==> src/rtl/cei_mochila_pkg.sv <==
// SoC-level constants: SRAM bank placement and the error read pattern.
package cei_mochila_pkg;

    localparam logic [31:0] ERR_RDATA      = 32'hBADC_AB1E;
    localparam logic [31:0] SRAM_BASE_ADDR = 32'h0000_0000;
    localparam int unsigned SRAM_NUM_WORDS = 1024;

    function automatic logic [31:0] bank_offset(input logic [31:0] addr, input logic [31:0] base);
        return addr - base;
    endfunction

    // 34-bit compare so a bank spanning the whole 32-bit space cannot overflow the limit.
    function automatic logic bank_in_range(input logic [31:0] offset, input int unsigned num_words);
        return {2'b00, offset} < {num_words, 2'b00};
    endfunction

endpackage

==> src/rtl/obi_pkg.sv <==
// OBI bus request/response types shared by crossbar masters and slaves.
package obi_pkg;

    typedef struct packed {
        logic        req;
        logic        we;
        logic [3:0]  be;
        logic [31:0] addr;
        logic [31:0] wdata;
    } obi_req_t;

    typedef struct packed {
        logic        gnt;
        logic        rvalid;
        logic [31:0] rdata;
    } obi_resp_t;

endpackage

==> src/rtl/obi_sram_responder.sv <==
// OBI slave in front of a single-port SRAM bank: one outstanding transaction,
// configurable extra response latency, out-of-range accesses answered with an error pattern.
module obi_sram_responder
    import obi_pkg::*;
    import cei_mochila_pkg::*;
#(
    parameter logic [31:0] BASE_ADDR   = SRAM_BASE_ADDR,
    parameter int unsigned NUM_WORDS   = SRAM_NUM_WORDS,
    parameter int unsigned WAIT_CYCLES = 0,
    localparam int unsigned AW         = $clog2(NUM_WORDS)
) (
    input  logic          clk_i,
    input  logic          rst_i,
    input  obi_req_t      bus_req_i,
    output obi_resp_t     bus_resp_o,
    output logic          sram_req_o,
    output logic          sram_we_o,
    output logic [AW-1:0] sram_addr_o,
    output logic [3:0]    sram_be_o,
    output logic [31:0]   sram_wdata_o,
    input  logic [31:0]   sram_rdata_i,
    output logic [7:0]    err_cnt_o
);

    typedef enum logic [1:0] {
        IDLE = 2'd0,
        WAIT = 2'd1,
        RESP = 2'd2
    } state_e;

    localparam logic [2:0] WAIT_LOAD = (WAIT_CYCLES == 0) ? 3'd0 : 3'(WAIT_CYCLES - 1);

    state_e      state_q, state_d;
    logic [2:0]  cnt_q, cnt_d;
    logic        is_write_q, is_write_d;
    logic        is_err_q, is_err_d;
    logic        capture_q, capture_d;
    logic [31:0] rdata_q, rdata_d;
    logic [7:0]  err_cnt_q, err_cnt_d;

    logic [31:0] offset_s;
    logic        in_range_s;
    logic        gnt_s;
    logic        accept_s;
    logic        sram_req_s;
    logic        rvalid_s;
    logic [31:0] read_data_s;

    assign offset_s   = bank_offset(bus_req_i.addr, BASE_ADDR);
    assign in_range_s = bank_in_range(offset_s, NUM_WORDS);

    // Grant: a new transaction may start when idle or while the previous one is being answered.
    always_comb begin
        gnt_s = 1'b0;
        if (rst_i) begin
            gnt_s = 1'b0;
        end else if ((state_q == IDLE) || ((state_q == RESP) && (cnt_q == 3'd0))) begin
            gnt_s = bus_req_i.req;
        end else begin
            gnt_s = 1'b0;
        end
    end

    assign accept_s   = gnt_s & bus_req_i.req;
    assign sram_req_s = accept_s & in_range_s;

    // Next-state logic for the transaction FSM and its side registers.
    always_comb begin
        state_d    = state_q;
        cnt_d      = cnt_q;
        is_write_d = is_write_q;
        is_err_d   = is_err_q;
        capture_d  = accept_s;
        rdata_d    = rdata_q;
        err_cnt_d  = err_cnt_q;

        // SRAM data is only valid in the cycle after the strobe, so it is held for slow responses.
        if (capture_q && !is_write_q && !is_err_q) begin
            rdata_d = sram_rdata_i;
        end else begin
            rdata_d = rdata_q;
        end

        if (accept_s && !in_range_s && (err_cnt_q != 8'hFF)) begin
            err_cnt_d = err_cnt_q + 8'd1;
        end else begin
            err_cnt_d = err_cnt_q;
        end

        case (state_q)
            IDLE, RESP: begin
                if (accept_s) begin
                    state_d    = (WAIT_CYCLES == 0) ? RESP : WAIT;
                    cnt_d      = WAIT_LOAD;
                    is_write_d = bus_req_i.we;
                    is_err_d   = ~in_range_s;
                end else begin
                    state_d = IDLE;
                    cnt_d   = 3'd0;
                end
            end
            WAIT: begin
                if (cnt_q == 3'd0) begin
                    state_d = RESP;
                end else begin
                    cnt_d = cnt_q - 3'd1;
                end
            end
            default: begin
                state_d = IDLE;
                cnt_d   = 3'd0;
            end
        endcase
    end

    // State and side registers with synchronous reset.
    always_ff @(posedge clk_i) begin
        if (rst_i) begin
            state_q    <= IDLE;
            cnt_q      <= 3'd0;
            is_write_q <= 1'b0;
            is_err_q   <= 1'b0;
            capture_q  <= 1'b0;
            rdata_q    <= 32'h0;
            err_cnt_q  <= 8'h00;
        end else begin
            state_q    <= state_d;
            cnt_q      <= cnt_d;
            is_write_q <= is_write_d;
            is_err_q   <= is_err_d;
            capture_q  <= capture_d;
            rdata_q    <= rdata_d;
            err_cnt_q  <= err_cnt_d;
        end
    end

    assign rvalid_s    = ~rst_i & (state_q == RESP);
    assign read_data_s = capture_q ? sram_rdata_i : rdata_q;

    // Response channel: data is forced to zero outside the response cycle.
    always_comb begin
        bus_resp_o.gnt    = gnt_s;
        bus_resp_o.rvalid = rvalid_s;
        bus_resp_o.rdata  = 32'h0;
        if (!rvalid_s) begin
            bus_resp_o.rdata = 32'h0;
        end else if (is_err_q) begin
            bus_resp_o.rdata = ERR_RDATA;
        end else if (is_write_q) begin
            bus_resp_o.rdata = 32'h0;
        end else begin
            bus_resp_o.rdata = read_data_s;
        end
    end

    // SRAM port: everything quiet unless an in-range access is accepted this cycle.
    always_comb begin
        sram_req_o   = sram_req_s;
        sram_we_o    = 1'b0;
        sram_addr_o  = '0;
        sram_be_o    = 4'b0000;
        sram_wdata_o = 32'h0;
        if (sram_req_s) begin
            sram_we_o    = bus_req_i.we;
            sram_addr_o  = offset_s[AW+1:2];
            sram_be_o    = bus_req_i.be;
            sram_wdata_o = bus_req_i.wdata;
        end else begin
            sram_we_o = 1'b0;
        end
    end

    assign err_cnt_o = err_cnt_q;

endmodule

==> config.mk <==
export PLATFORM = sky130hd
export DESIGN_NAME = obi_sram_responder
export DESIGN_NICKNAME = d
export VERILOG_FILES = /design/src/rtl/cei_mochila_pkg.sv /design/src/rtl/obi_pkg.sv /design/src/rtl/obi_sram_responder.sv
export SDC_FILE = /design/constraint.sdc
export NUM_CORES = 1
export LEC_CHECK = 0
export ABC_AREA = 1
export BUFFER_PORTS_ARGS = -buffer_cell sky130_fd_sc_hd__buf_2
export CORE_ASPECT_RATIO = 1.25
export CORE_MARGIN = 2
export CORE_UTILIZATION = 28
export DETAILED_ROUTE_END_ITERATION = 10
export PLACE_DENSITY = 0.59
export SLEW_MARGIN = 20
export SYNTH_ARGS = -nofsm -noshare
export SYNTH_HDL_FRONTEND = slang
export SYNTH_SLANG_ARGS = --single-unit
==> constraint.sdc <==
create_clock -name clk_i -period 2.65 [get_ports clk_i]
set_input_delay 0.795 -clock clk_i [delete_from_list [all_inputs] [get_ports clk_i]]
set_output_delay 0.795 -clock clk_i [all_outputs]
set_load 0.005 [all_outputs]
; Word level (Yosys, flattened, before mapping)
; Index checks and enable logic that the tools add are counted.
[classes]
n_addsub = 2
n_lt_le_gt_ge = 1
n_eq_ne = 4
muxes = 13
bitwise_logic = 6
reduce_logical = 14
[op_table]
columns = op, n
row1 = 2-to-1 mux 32 bit, 5
row2 = < comparator 32 x 13 -> 1 bit (second input constant), 1
row3 = 2-to-1 mux 10 bit, 1
row4 = adder 8 x 1 -> 8 bit (second input constant), 1
row5 = != test 8 bit (second input constant), 1
row6 = logical AND 1 bit, 5
row7 = 2-to-1 mux 2 bit, 2
row8 = 2-to-1 mux 4 bit, 1
row9 = one-hot mux 2 bit (2 select lines), 1
row10 = OR reduction 2 bit, 2
row11 = AND 1 bit, 3
row12 = zero test 1 bit, 3
row13 = zero test 3 bit, 1
row14 = 2-to-1 mux 1 bit, 3
row15 = NOT 1 bit, 3
row16 = subtractor 3 x 1 -> 3 bit (second input constant), 1
row17 = == test 2 x 1 -> 1 bit (second input constant), 1
row18 = == test 2 bit (second input constant), 1
row19 = zero test 2 bit, 1
row20 = != test 2 bit (second input constant), 1
row21 = AND reduction 2 bit, 1
row22 = logical OR 1 bit, 1
[totals]
ff_bits = 48
inputBits = 104
wordCells = 47

; Longest topological paths before layout
; Gate-level depths: netlist (run 1).
[logic_depth]
depth_word = 8
mapped_depth = 8

; Worst setup path before layout (run 1)
; Ideal clock, no wire load.
[synth_timing]
path_type = input to output
start = in bus_req_i[57] (netlist bit)
end = out sram_be_o[0]
arrival_time_ps = 1608
required_ps = 1855
slack_ps = 247
stages = 7
n_path_buf = 2
cell_sequence = nor2_1 -> nand2_1 -> nor2_2 -> nand4_2 -> buf_6 -> buf_12 -> nor2_4
[synth_between]
elab_chain_len = 3
[synth_lines]
columns = item, line
row1 = start: declaration, obi_sram_responder.sv:14  ; input obi_req_t bus_req_i,
row2 = < comparator 32 x 13 -> 1 bit, cei_mochila_pkg.sv:14  ; return {2'b00, offset} < {num_words, 2'b00};
row3 = AND 1 bit, obi_sram_responder.sv:65  ; assign sram_req_s = accept_s & in_range_s;
row4 = 2-to-1 mux 4 bit, obi_sram_responder.sv:163  ; if (sram_req_s) begin
row5 = end: declaration, obi_sram_responder.sv:19  ; output logic [3:0] sram_be_o,
; No other way between the ends.

; Worst setup path after layout (run 1)
[layout_timing]
start = in bus_req_i[55] (netlist bit)
end = out sram_addr_o[8]
[layout_between]
elab_chain_len = 3
[layout_lines]
columns = item, line
row1 = < comparator 32 x 13 -> 1 bit, cei_mochila_pkg.sv:14
row2 = AND 1 bit, obi_sram_responder.sv:65
row3 = 2-to-1 mux 10 bit, obi_sram_responder.sv:163
row4 = end: declaration, obi_sram_responder.sv:18  ; output logic [AW-1:0] sram_addr_o,
; No other way between the ends.

==> metrics.md, run 1 <==
| Metric | Value |
|---|---|
| Xor and xnor area share after synthesis | `0.587%` |
| Sequential cell area fraction in the yosys report | `28.8%` |
| Peak Freq | `368 MHz` |
| Maximum clock insertion buffer count | `2` |
| Basic-gate share of the synthesized area counting and, or, nand and nor cells | `40.2%` |
| Required arrival time at the worst endpoint | `1.86 ns` |
| Global-route wire length before repair | `15.5 mm` |
| Result of the run | `finished, violations left` |
| Post-synthesis net count | `578` |
| Hold path depth | `2` |
| Slew at the pin closest to its max-slew limit | `1.06 ns` |
| CTS tree | `done` |
| Layout cells sized above 1 | `42.5%` |
| Relative slew slack | `29.3%` |
| Crit path top cell by count | `nor2_4` |
| Critical path endpoint category | `output pin` |
| Synth area leader | `dfxtp_1` |
| Multiplexer fraction of the synthesized cell area | `0%` |
| Area overhead of the layout relative to synthesis | `54.1%` |
| CP Launch Type | `primary input` |
| Data arrival time at the worst-slack endpoint | `1.92 ns` |
| Number of register bits inferred by synthesis | `43` |
| Gr ovfl total | `0` |
| Post-Syn Area | `2990 sq um` |
| Number of vias per cell after detailed routing | `4.57` |
| Number of endpoints with negative hold slack in the final report | `0` |
| Maximum number of pins on one net before global-route repair | `35` |
| Combinational family with the most area after synthesis | `simple AND/OR/NAND/NOR gates` |
| Crit path cell chain | `buf_6, nor2_4, nand2_2, nor2_4, nand4_4, buf_8, clkbuf_16, nor2_4, buf_2` |
| Leading cell types by total area after synthesis | `dfxtp_1 29%, nor2_1 17%, o21ai_0 8.9%` |
| Register-to-Register Path Depth | `5` |
| Worst Path Class, Setup | `in2out` |
| Crit share post-route | `103%` |
| Unrepaired setup endpoints after global routing | `true` |
| Worst-case hold slack | `0.515 ns` |
| Clk slew on worst S/H paths | `0.06 ns` |
| Delay of the slowest critical-path stage | `0.18 ns` |
| Peak supply drop | `308 uV` |
| Routed len/inst | `13.6 um` |
| Iteration-0 DRC Markers | `80` |
| Compound-Gate Fraction of Synth Area | `15.7%` |
| Count of pins over their slew limit | `0` |
| Setup slack after layout | `-0.0670 ns` |
| Critical Path Fanout Max | `7` |
| Cells after Synth | `473` |
| Reported max-cap violation count | `0` |
| PortBufs | `191` |
| Total power density per cell area | `360 nW/um^2` |
| Cell type of the slowest stage on the worst timing path | `buf_8` |
| P_leak | `2.42 nW` |
| Classification of the worst-slack hold path | `reg2reg` |
| Die outline area | `11500 sq um` |
| Starting utilization of the core area | `28.4%` |
| Inserted Clock Buffers | `5` |
| Setup-failing EPs final | `33` |
| DRT Wirelength | `10.8 mm` |
| Initial DRT Pass Iterations | `4` |
| Number of remaining DRC errors | `0` |
| Number of rows in the core area | `42` |
| Number of antenna violations at the first check in global routing | `2` |
| Failing checks | `setup timing` |
| Overall track demand over capacity in global routing | `17.3%` |
| Post-synthesis share of cell area spent on full adders, half adders and majority gates | `0.419%` |
| H-tree levels | `2` |
| Total number of clock tree sinks | `43` |
| Clk_skew | `0.00560 ns` |
| Yosys warns | `0` |
| Via count | `3633` |
| Height of the die | `119 um` |
| Mean cell area of the mapped netlist | `6.31 sq um` |
| Number of nets with antenna violations after detailed routing | `0` |
| Number of distinct library cell variants in the gate-level netlist after synthesis | `27` |
| Top Ports | `194` |
| Vias in the first global route | `3282` |
| Count of antenna diodes in the layout | `0` |
| Nets@finish | `767` |
| Final core utilization | `43.8%` |
| Detailed-placement wirelength estimate | `7.80 mm` |
| Horizontal die dimension | `96.4 um` |
| Worst-skew pair later-pin latency | `0.29 ns` |
| CTS root buffer | `clkbuf_16` |
| Core footprint | `10500 sq um` |
| Post-synth top area share | `28.8%` |
| Final estimated routing congestion in global placement | `0.753` |
| Final worst path period need | `2.72 ns` |
==> repair_timing <==
action | 4_1_cts | 5_1_grt
setup buffers | 3 | 1
gates resized for setup | 35 | 39
hold buffers | 0 | 0
endpoints found under the hold margin | 0 | 0
cloned | 3 | 1
pin swaps | 8 | 11
endpoints found under the setup margin | 47 | 60
==> state kept, by name, indices dropped and copies added (netlist names) <==
signal and cells:
state_q 1, err_cnt_o 8, is_err_q 1, is_write_q 1, rdata_q 32
==> cell usage after synthesis <==
master	count
buf_12	2
xnor2_1	1
nand3_1	3
inv_1	55
nand4_4	1
nor2_1	138
o31ai_1	1
nand2_1	57
ha_1	1
nor2_4	22
nand4_2	1
inv_2	3
nor2_2	10
clkbuf_1	12
nor3_4	1
xor2_1	1
nand3b_1	2
nand3_4	1
o21ai_0	53
nand3_2	1
dfxtp_1	43
a21oi_1	39
and2_1	1
buf_2	9
nand4_1	7
buf_4	3
buf_6	5
==> routing by layer <==
metal  up-vias  global-route usage, %  share of wire (%)  routed length (um)
met2       167                   29.8                 49                5260
met1      1611                   18.8                 37                4000
met5         -                      0               0.25                  27
met4         4                   4.40                1.2                 130
met3        17                   8.03                 13                1420
li1       1834                      -                  -                   -
==> layout make-up <==
cell class | count | area [sq um]
fill | 1093 | 5910
multi-input combinational | 341 | 1850
timing repair buffer | 213 | 1350
sequential | 43 | 861
inverter | 58 | 223
tap | 132 | 165
clock buffer | 7 | 143
clock inverter | 1 | 8.76
==> report_power, final <==
group	switching [W]	internal, W
Clock	0.000254	0.000377
Sequential	0.0000231	0.000683
Combinational	0.000183	0.000136
==> critical path, delay by kind of cell <==
kind                   cells  cell delay (ns)
buffers and inverters      4             0.57
AND/OR/NAND/NOR            5             0.55
==> cells in the final DEF (no fill, tap or decap), types with 2 or more instances in the layout <==
cell type,synthesis,routed
nand4_1,7,7
buf_2,9,171
o21ai_0,53,53
nand3b_1,2,2
inv_1,55,54
clkbuf_16,0,6
dfxtp_1,43,43
buf_4,3,18
a21oi_1,39,39
buf_16,0,3
nand3_1,3,3
nand2_1,57,54
buf_6,5,17
clkinv_4,0,2
inv_2,3,3
nor2_2,10,8
nand2_2,0,3
nor2_4,22,41
buf_12,2,2
nand4_4,1,2
nor2_1,138,121
==> final timing paths <==
check | start | end | slack (ns)
min reg2reg | rdata_q[1] | rdata_q[1] | 0.52
max | bus_req_i[55] | sram_addr_o[8] | -0.07
min | rdata_q[1] | rdata_q[1] | 0.52
max reg2reg | is_write_q | rdata_q[25] | 0.47
==> through the flow <==
step | TNS, ns | total power [W] | setup slack, ns | cells | area [sq um]
2_1_floorplan | 0 | 0.000883 | 0.247 | 473 | 2990
3_3_place_gp | -2.52 | 0.00101 | -0.0871 | 780 | 4030
3_5_place_dp | -3.65 | 0.00102 | -0.140 | 780 | 4030
4_1_cts | -0.451 | 0.00166 | -0.0250 | 794 | 4430
5_1_grt | -3.30 | 0.00175 | -0.116 | 795 | 4600
6_report | -0.860 | 0.00166 | -0.0670 | 795 | 4600
==> kinds of logic (layout without fill, tap and decap cells) <==
family / after synthesis / count (layout)
AO/OA/AOI/OAI: 93 / 93
flip-flops: 43 / 43
XOR/XNOR: 2 / 2
AND/OR/NAND/NOR: 245 / 245
adder cells (fa/ha/maj): 1 / 1
buffers and inverters: 89 / 279
(Power assumes the default switching activity.)
==> run 2: changes to the inputs <==
--- a/config.mk
+++ b/config.mk
@@ -7,11 +7,13 @@
 export LEC_CHECK = 0
 export ABC_AREA = 1
 export BUFFER_PORTS_ARGS = -buffer_cell sky130_fd_sc_hd__buf_2
+export CELL_PAD_IN_SITES_DETAIL_PLACEMENT = 1
+export CELL_PAD_IN_SITES_GLOBAL_PLACEMENT = 1
 export CORE_ASPECT_RATIO = 1.25
 export CORE_MARGIN = 2
-export CORE_UTILIZATION = 28
+export CORE_UTILIZATION = 27
 export DETAILED_ROUTE_END_ITERATION = 10
-export PLACE_DENSITY = 0.59
+export PLACE_DENSITY_LB_ADDON = 0.25
 export SLEW_MARGIN = 20
 export SYNTH_ARGS = -nofsm -noshare
 export SYNTH_HDL_FRONTEND = slang
==> run 2 against run 1 <==
  * The run still ends with setup timing left
  * Setup slack lost 0.0072 ns
  * Clock skew is 0.00067 ns higher
  * Global-route usage grew 2.3 points
  * First-iteration DRC count up 41%
  * Die area increased by 3.6%
  * Maximum frequency shrank 0.26%
  * Count of clock-buffer cells in the layout rose by 1
  * Total power grew 2.3%
  * Via count rose by 3.0%
  * Critical path depth unchanged
  * Cell count did not move
==> metrics.md, run 2 (synthesis results as in run 1) <==
| Metric | Value |
|---|---|
| Peak Freq | `367 MHz (-0.26%)` |
| DRT Wirelength | `12.2 mm (+12%)` |
| Vias in the first global route | `3807 (+16%)` |
| P_leak | `2.44 nW (+0.83%)` |
| Slew at the pin closest to its max-slew limit | `0.738 ns (-0.321 ns)` |
| Top reg by flops | `rdata_q` |
| Detailed-placement wirelength estimate | `8.34 mm (+6.8%)` |
| Max reg flops | `32 (unchanged)` |
| Classification of the worst-slack hold path | `reg2reg` |
| Number of remaining DRC errors | `0 (unchanged)` |
| Area overhead of the layout relative to synthesis | `54.7%` |
| Layout cells sized above 1 | `43.6% (+1.1 points)` |
| Top Ports | `194 (unchanged)` |
| Via count | `3743 (+3.0%)` |
| Most common cell after layout, fill and taps aside | `buf_2` |
| Overall track demand over capacity in global routing | `19.6% (+2.3 points)` |
| Reported max-cap violation count | `0 (unchanged)` |
| Maximum clock insertion buffer count | `2 (unchanged)` |
| Global-route wire length before repair | `19.1 mm (+23%)` |
| Core footprint | `10700 sq um (+1.5%)` |
| Initial DRT Pass Iterations | `4 (unchanged)` |
| GRT Max-Usage Layer | `met2` |
| Top Family by Delay on Critical Path | `simple AND/OR/NAND/NOR gates` |
| Horizontal die dimension | `98.1 um (+1.8%)` |
| Inserted Clock Buffers | `5 (unchanged)` |
| Number of rows in the core area | `42 (unchanged)` |
| Setup-failing EPs final | `29 (-12%)` |
| Setup slack after layout | `-0.0741 ns (-0.00717 ns)` |
| Number of hold buffers added after CTS | `0 (unchanged)` |
| Most used cells in the layout excluding fill and tap cells | `175 x buf_2, 117 x nor2_1, 53 x inv_1, 53 x o21ai_0, 52 x nand2_1` |
| Cell type of the slowest stage on the worst timing path | `buf_12` |
| Critical path endpoint category | `output pin` |
| Peak supply drop | `297 uV (-3.6%)` |
| Height of the die | `122 um (+1.8%)` |
| Worst Path Class, Setup | `in2out` |
| Routed len/inst | `15.3 um (+12%)` |
| Crit path cell chain | `buf_6, nor2_4, nand2_2, nor2_4, nand4_4, buf_12, buf_16, nor2_1, buf_2` |
| Final worst path period need | `2.72 ns (+0.00717 ns)` |
| Failing checks | `setup timing` |
| Die outline area | `11900 sq um (+3.6%)` |
| H-tree levels | `2 (unchanged)` |
| Data arrival time at the worst-slack endpoint | `1.93 ns (about the same)` |
| Area of all placed cells without fillers | `4620 sq um (+0.41%)` |
| Met1 capacity usage during global routing | `20.9% (+2.1 points)` |
| Crit share post-route | `103% (+0.27 points)` |
| Total number of clock tree sinks | `43 (unchanged)` |
| Number of endpoints with negative hold slack in the final report | `0 (unchanged)` |
| Unrepaired setup endpoints after global routing | `true` |
| Number of vias per cell after detailed routing | `4.71 (+3.0%)` |
| CTS tree | `done` |
| Clk_skew | `0.00628 ns (+0.000674 ns)` |
| Fillers | `1383 (+27%)` |
| Number of buffer and inverter stages on the critical path | `4 (unchanged)` |
| Total cell area at the placement stage | `4030 sq um (unchanged)` |
| Count of antenna diodes in the layout | `0 (unchanged)` |
| Number of nets with antenna violations after detailed routing | `0 (unchanged)` |
| Clk slew on worst S/H paths | `0.06 ns (about the same)` |
| Global routing usage on met3 | `5.39% (-2.6 points)` |
| CP Launch Type | `primary input` |
| Total power density per cell area | `367 nW/um^2 (+1.9%)` |
| Global routing usage on met2 | `37.8% (+8.0 points)` |
| Final estimated routing congestion in global placement | `0.804 (+6.8%)` |
| Starting utilization of the core area | `28.0% (-0.42 points)` |
| Post-route total power | `0.00170 W (+2.3%)` |
| CTS root buffer | `clkbuf_16` |
| Nets@finish | `767 (unchanged)` |
| Relative slew slack | `50.8% (+21 points)` |
| Maximum number of pins on one net before global-route repair | `35 (unchanged)` |
| Delay of the slowest critical-path stage | `0.19 ns (about the same)` |
| Gr ovfl total | `0 (unchanged)` |
| Critical Path Fanout Max | `6 (-1)` |
| PortBufs | `191 (unchanged)` |
| Worst-skew pair later-pin latency | `0.29 ns (about the same)` |
| Iteration-0 DRC Markers | `113 (+41%)` |
| Count of pins over their slew limit | `0 (unchanged)` |
| Result of the run | `finished, violations left` |
| Required arrival time at the worst endpoint | `1.86 ns (about the same)` |
| Number of antenna violations at the first check in global routing | `0 (-2)` |
| Crit path top cell by count | `nor2_4` |
==> run 2: changes by cell type in the layout (fill, tap and decap cells not counted), moves of 2 or more <==
cell     change
buf_2        +4
nor2_1       -4
buf_4        -3
nand2_1      -2
nand2_2      +2
nor2_2       +2
nor2_4       +2
==> run 2: layout make-up <==
cell class | count | area, sq um | share of cell area [%]
inverter | 58 | 225 | 4.88
tap | 132 | 165 | 3.58
sequential | 43 | 861 | 18.6
timing repair buffer | 213 | 1330 | 28.8
clock buffer | 8 | 156 | 3.39
multi-input combinational | 341 | 1880 | 40.7
==> run 2: what timing repair did <==
item | 4_1_cts | 5_1_grt
endpoints found under the setup margin | 45 | 68
gates resized for setup | 45 | 35
buffers inserted | 5 | 0
hold endpoints to repair | 0 | 0
cloned | 4 | 0
pin swaps | 16 | 14
==> run 2: per-stage QoR <==
| step | std cells | setup slack [ns] | utilization [%] | hold WS [ns] | setup TNS [ns] |
|---|---|---|---|---|---|
| 6_report | 795 | -0.0741 | 43.3 | 0.515 | -1.17 |
| 2_1_floorplan | 473 | 0.247 | - | 0.476 | 0 |
| 5_1_grt | 795 | -0.120 | 43.3 | 0.548 | -2.73 |
| 3_5_place_dp | 780 | -0.0596 | 37.8 | 0.502 | -1.01 |
| 3_3_place_gp | 780 | -0.0516 | 37.8 | 0.492 | -0.918 |
| 4_1_cts | 797 | -0.0395 | 42.4 | 0.520 | -0.285 |
==> run 2: tightest hold or removal path, cell delays in order, from the launching register on <==
cell and delay, ns:
dfxtp_1 0.32, o21ai_0 0.08, nor2_1 0.08
==> run 2: layer usage <==
metal	up-vias	routed length, um
li1	1836	-
met1	1759	4870
met2	138	6170
met3	10	995
met4	0	142
met5	-	0
==> run 2: where the power goes <==
part / internal (W) / switching, W
registers: 0.000683 / 0.0000193
clock network: 0.000402 / 0.000253
logic: 0.000140 / 0.000199
==> run 2: worst paths after layout <==
| path | from | to | slack [ns] | depth (start not counted) |
|---|---|---|---|---|
| setup / recovery | bus_req_i[58] | sram_wdata_o[11] | -0.07 | 9 |
| hold / removal | rdata_q[17] | rdata_q[17] | 0.52 | 2 |
| setup reg to reg | state_q[1] | rdata_q[4] | 0.93 | 6 |
| hold reg to reg | rdata_q[17] | rdata_q[17] | 0.52 | 2 |
